==> src/rtl/keypad_scanner_pkg.sv <==
// Shared game definitions: note codes, keypad FSM states and the
// single-key frame encoder used by the matrix scanner.
package keypad_scanner_pkg;

  localparam logic [3:0] NOTE_NONE = 4'd0;
  localparam logic [3:0] NOTE_MIN  = 4'd1;
  localparam logic [3:0] NOTE_MAX  = 4'd8;

  typedef enum logic {
    IDLE    = 1'b0,
    PRESSED = 1'b1
  } keypad_state_e;

  // Exactly one bit set -> bit index + 1; none or several -> NOTE_NONE.
  function automatic logic [3:0] frame_code(input logic [7:0] snap);
    logic [3:0] code;
    logic [3:0] ones;
    code = NOTE_NONE;
    ones = '0;
    for (int i = 0; i < 8; i++) begin
      if (snap[i]) begin
        ones = ones + 4'd1;
        code = 4'(i + 1);
      end
    end
    return (ones == 4'd1) ? code : NOTE_NONE;
  endfunction

endpackage

==> src/rtl/keypad_scanner_sync.sv <==
// Width-parameterised two-flop synchroniser for asynchronous inputs.
module sync_2ff #(
  parameter int              WIDTH     = 1,
  parameter logic [WIDTH-1:0] RESET_VAL = '0
) (
  input  logic             clk,
  input  logic             rst,
  input  logic [WIDTH-1:0] d_i,
  output logic [WIDTH-1:0] q_o
);

  logic [WIDTH-1:0] meta_q;
  logic [WIDTH-1:0] sync_q;

  always_ff @(posedge clk or posedge rst) begin
    if (rst) begin
      meta_q <= RESET_VAL;
      sync_q <= RESET_VAL;
    end else begin
      meta_q <= d_i;
      sync_q <= meta_q;
    end
  end

  assign q_o = sync_q;

endmodule

==> src/rtl/keypad_scanner.sv <==
// 2x4 keypad matrix scanner: row scan, frame debounce and press FSM that
// feeds note codes 1..8 to the game core.
module keypad_scanner
  import keypad_scanner_pkg::*;
#(
  parameter int SCAN_DIV     = 50000,
  parameter int DEBOUNCE_CNT = 4
) (
  input  logic       clk,
  input  logic       reset,
  input  logic [3:0] col_in,
  input  logic       lock,
  output logic [1:0] row_n,
  output logic [3:0] key_code,
  output logic       key_valid,
  output logic       key_held
);

  localparam int DW = (SCAN_DIV > 1) ? $clog2(SCAN_DIV) : 1;
  localparam int SW = $clog2(DEBOUNCE_CNT + 1);
  localparam logic [DW-1:0] DWELL_LAST = DW'(SCAN_DIV - 1);
  localparam logic [SW-1:0] STABLE_MAX = SW'(DEBOUNCE_CNT);

  logic [3:0]    col_sync;
  logic [3:0]    cols_pressed;
  logic [DW-1:0] dwell_q, dwell_d;
  logic          row_q, row_d;
  logic [7:0]    snap_q, snap_d;
  logic [3:0]    cand_q, cand_d;
  logic [SW-1:0] stable_q, stable_d;
  logic [3:0]    accepted_q, accepted_d;
  keypad_state_e state_q, state_d;
  logic [3:0]    code_q, code_d;
  logic          valid_q, valid_d;
  logic          terminal;
  logic          frame_end;
  logic [3:0]    fcode;

  // Columns idle high, so the synchroniser resets to "nothing pressed".
  sync_2ff #(
    .WIDTH     (4),
    .RESET_VAL (4'hF)
  ) u_col_sync (
    .clk (clk),
    .rst (reset),
    .d_i (col_in),
    .q_o (col_sync)
  );

  assign cols_pressed = ~col_sync;
  assign terminal     = (dwell_q == DWELL_LAST);
  assign frame_end    = terminal & row_q;

  always_comb begin
    dwell_d = dwell_q + DW'(1);
    row_d   = row_q;
    snap_d  = snap_q;
    if (terminal) begin
      dwell_d = '0;
      row_d   = ~row_q;
      if (row_q) snap_d[7:4] = cols_pressed;
      else       snap_d[3:0] = cols_pressed;
    end
  end

  // Encode the snapshot including the row1 columns latched this same edge.
  assign fcode = frame_code(snap_d);

  always_comb begin
    cand_d     = cand_q;
    stable_d   = stable_q;
    accepted_d = accepted_q;
    if (frame_end) begin
      if (fcode == cand_q) begin
        if (stable_q != STABLE_MAX) begin
          stable_d = stable_q + SW'(1);
          if (stable_q + SW'(1) == STABLE_MAX) accepted_d = cand_q;
        end
      end else begin
        cand_d   = fcode;
        stable_d = SW'(1);
      end
    end
  end

  always_comb begin
    state_d = state_q;
    code_d  = code_q;
    valid_d = 1'b0;
    case (state_q)
      IDLE: begin
        if (accepted_q != NOTE_NONE) begin
          state_d = PRESSED;
          if (!lock) begin
            code_d  = accepted_q;
            valid_d = 1'b1;
          end
        end
      end
      PRESSED: begin
        if (accepted_q == NOTE_NONE) state_d = IDLE;
      end
      default: state_d = IDLE;
    endcase
  end

  always_ff @(posedge clk or posedge reset) begin
    if (reset) begin
      dwell_q    <= '0;
      row_q      <= 1'b0;
      snap_q     <= '0;
      cand_q     <= NOTE_NONE;
      stable_q   <= '0;
      accepted_q <= NOTE_NONE;
      state_q    <= IDLE;
      code_q     <= NOTE_NONE;
      valid_q    <= 1'b0;
    end else begin
      dwell_q    <= dwell_d;
      row_q      <= row_d;
      snap_q     <= snap_d;
      cand_q     <= cand_d;
      stable_q   <= stable_d;
      accepted_q <= accepted_d;
      state_q    <= state_d;
      code_q     <= code_d;
      valid_q    <= valid_d;
    end
  end

  assign row_n     = row_q ? 2'b01 : 2'b10;
  assign key_code  = code_q;
  assign key_valid = valid_q;
  assign key_held  = (state_q == PRESSED);

endmodule

==> config.mk <==
export PLATFORM = sky130hd
export DESIGN_NAME = keypad_scanner
export DESIGN_NICKNAME = d
export VERILOG_FILES = /design/src/rtl/keypad_scanner_pkg.sv /design/src/rtl/keypad_scanner_sync.sv /design/src/rtl/keypad_scanner.sv
export SDC_FILE = /design/constraint.sdc
export NUM_CORES = 1
export LEC_CHECK = 0
export CAP_MARGIN = 20
export CORE_ASPECT_RATIO = 0.6
export CORE_MARGIN = 2
export CORE_UTILIZATION = 35
export DETAILED_ROUTE_END_ITERATION = 16
export PLACE_DENSITY = 0.55
export SLEW_MARGIN = 20
export SYNTH_ARGS = -nofsm -noshare
export SYNTH_HDL_FRONTEND = slang
export SYNTH_SLANG_ARGS = --single-unit
==> constraint.sdc <==
create_clock -name clk -period 15.25 [get_ports clk]
set_input_delay 1.525 -clock clk [delete_from_list [all_inputs] [get_ports clk]]
set_output_delay 1.525 -clock clk [all_outputs]
set_load 0.02 [all_outputs]
==> out/results.tsv <==
metric	value	unit
Die Height	75.6	µm
Port Buf Inserts	14	
GRT Total Usage	14.4	%
area of the multi-input gates	1600	µm²
Startpoint Class	register	
clk sinks	50	
fin crit period	7.35	ns
number of nets with antenna violations after routing	0	
post-synthesis async set-or-reset flop share	100	%
post-route setup slack	7.90	ns
CP arrival	7.53	ns
Top cell by count, worst path	ha_1	
Placer Congestion	0.870	
total of fill cells in the finished design	820	
pwr dens	78.7	nW/µm²
outcome	finished clean	
FF/Latch Area	1260	µm²
global-route wire length before repair	10.2	mm
setup_tns	0	ns
CTS Buf Count	5	
Syn Nets	324	
CTS root buf	clkbuf_16	
Primary FF master, synth	dfrtp_1	
initial antenna violation count	0	
mapped cell area	2990	µm²
Clock Skews	0.00692	ns
largest net degree at the start of global routing	51	
via count	2235	
Final Max Slew Viols	0	
CP top delay family	simple AND/OR/NAND/NOR gates	
CTS clk-pin slew, worst paths	0.07	ns
syn_area_per_cell	9.75	µm²
total number of H-tree levels	2	
DRT Pass-1 Iters	5	
final hold violations	0	
row count	26	
Max Cap Viol	0	
worst-path cell with the longest stage delay	nor4_4	
Critical Path Max Stage Delay	0.76	ns
commonest cells after routing, fill and taps aside	42 x dfrtp_1, 31 x nor2_1, 27 x nand2_1	
Max Buffers Root-to-Sink	2	
Resize count post-CTS	0	
vias per cell	5.14	
Area Growth Syn to Fin	14.0	%
Max FO, Critical Path	13	
layout cells sized above 1	12.4	%
gr ovfl total	0	
CP Buf/Inv Count	2	
RSZ-0062 raised after global routing	false	
final core occ	40.7	%
Yosys warnings	0	
register area share after synthesis	42.1	%
I/O pin count	15	
Synth cell types	63	
residual DRC count	0	
Total Die Area	9330	µm²
number of synthesized register bits	50	
HPWL Detailed	4.56	mm
Final Net Count	339	
kind of critical path	reg -> reg	
Post-CTS Repair Setup Buffers	0	
Lkg Pwr	1.55	nW
WL final	6.04	mm
cts-stage hold buffer count	0	
Initial Util	35.7	%
Rel. slew slack	40.1	%
Peak supply drop	0.0444	mV
Hold Path Class	reg -> reg	
Core Footprint	8390	µm²
achievable clock frequency	136	MHz
Crit. End Element	register	
Least-Margin Pin Slew	0.890	ns
Final period util	48.2	%
Worst-Skew Late Latency	0.29	ns
most common cell after layout, fill and taps aside	dfrtp_1	
routed length per instance	13.9	µm
CTS tree	yes	
EDFF count, synth	0	
starting DRC count in detailed routing	118	
Worst Path Required	15.43	ns
vias in the first global route	1948	
Die X	123	µm
Syn Inst Count	307	
final setup fails	0	
pre-CTS setup slack	7.94	ns
# diodes	0	
WHS	0.356	ns
[logic make-up after synthesis]
logic type	after synthesis	share of synthesized area, %
mux	23	8.40
flops	50	42.1
simple gates	116	21.1
xor+xnor	28	9.19
compound gates	48	10.7
buf+inv	32	4.39
fa+ha+maj	10	4.18
[per-layer routing]
metal | routed length, µm | up-vias | share of wire (%) | GRT usage (%)
li1 | - | 1106 | - | -
met1 | 3360 | 1073 | 56 | 23.7
met2 | 2290 | 54 | 38 | 18.4
met3 | 379 | 2 | 6.3 | 3.82
met4 | 18 | 0 | 0.30 | 1.89
met5 | 0 | - | 0 | 0
[area by class of cell]
cell class / count / share of cell area [%]
flip-flops and latches: 50 / 36.9
well taps: 112 / 4.10
clock inverters: 3 / 1.28
multi-input cells: 225 / 46.9
repair buffers: 15 / 4.32
inverters: 25 / 2.78
clock buffers: 5 / 3.66
[sequential cells by signal, indices dropped and copies added (netlist names)]
name               count
accepted_q             4
cand_q                 4
dwell_q               16
key_code               4
key_held               1
key_valid              1
row_q                  1
snap_q                 8
stable_q               3
u_col_sync.meta_q      4
u_col_sync.q_o         4
[stage by stage]
| stage | total power [mW] | std cells | cell area (µm²) |
|---|---|---|---|
| floorplan | 0.141 | 307 | 2990 |
| global placement | 0.144 | 427 | 3240 |
| detailed placement | 0.144 | 427 | 3240 |
| CTS | 0.273 | 435 | 3410 |
| global route | 0.280 | 435 | 3410 |
| finish | 0.269 | 435 | 3410 |
[Yosys cell counts (all sizes together) (2+ instances only)]
library cell / count / area, µm²
a211o: 2 / 17.5
a211oi: 2 / 15.0
a21o: 4 / 30.0
a21oi: 7 / 38.8
a31oi: 2 / 12.5
and2: 3 / 18.8
and3: 3 / 18.8
buf: 5 / 30.0
clkbuf: 2 / 7.51
dfrtp: 42 / 1050
dfstp: 8 / 210
ha: 10 / 125
inv: 24 / 90.1
mux2: 11 / 128
mux2i: 12 / 124
nand2: 27 / 101
nand2b: 2 / 12.5
nand3: 12 / 60.1
nand4: 6 / 37.5
nand4bb: 2 / 22.5
nor2: 31 / 116
nor2b: 2 / 12.5
nor3: 6 / 35.0
nor3b: 3 / 22.5
nor4: 3 / 33.8
nor4b: 2 / 17.5
nor4bb: 2 / 20.0
o21ai: 17 / 85.1
o22ai: 2 / 12.5
o31ai: 3 / 22.5
or3: 3 / 18.8
xnor2: 14 / 138
xor2: 13 / 114
[final timing paths]
| path | from | end | slack, ns | cells after the start |
|---|---|---|---|---|
| max | dwell_q[5] | accepted_q[2] | 7.90 | 30 |
| min | u_col_sync.meta_q[1] | u_col_sync.q_o[1] | 0.36 | 0 |
| max reg2reg | dwell_q[5] | accepted_q[2] | 7.90 | 30 |
| min reg2reg | u_col_sync.meta_q[1] | u_col_sync.q_o[1] | 0.36 | 0 |
| max in group asynchronous | reset | dwell_q[13] | 13.04 | 2 |
| min in group asynchronous | reset | row_q | 1.70 | 2 |
[power breakdown]
| group | internal [mW] | switching [mW] |
|---|---|---|
| clock | 0.0777 | 0.0499 |
| sequential | 0.135 | 0.00119 |
| combinational | 0.00202 | 0.00332 |
(Power assumes the default switching activity.)
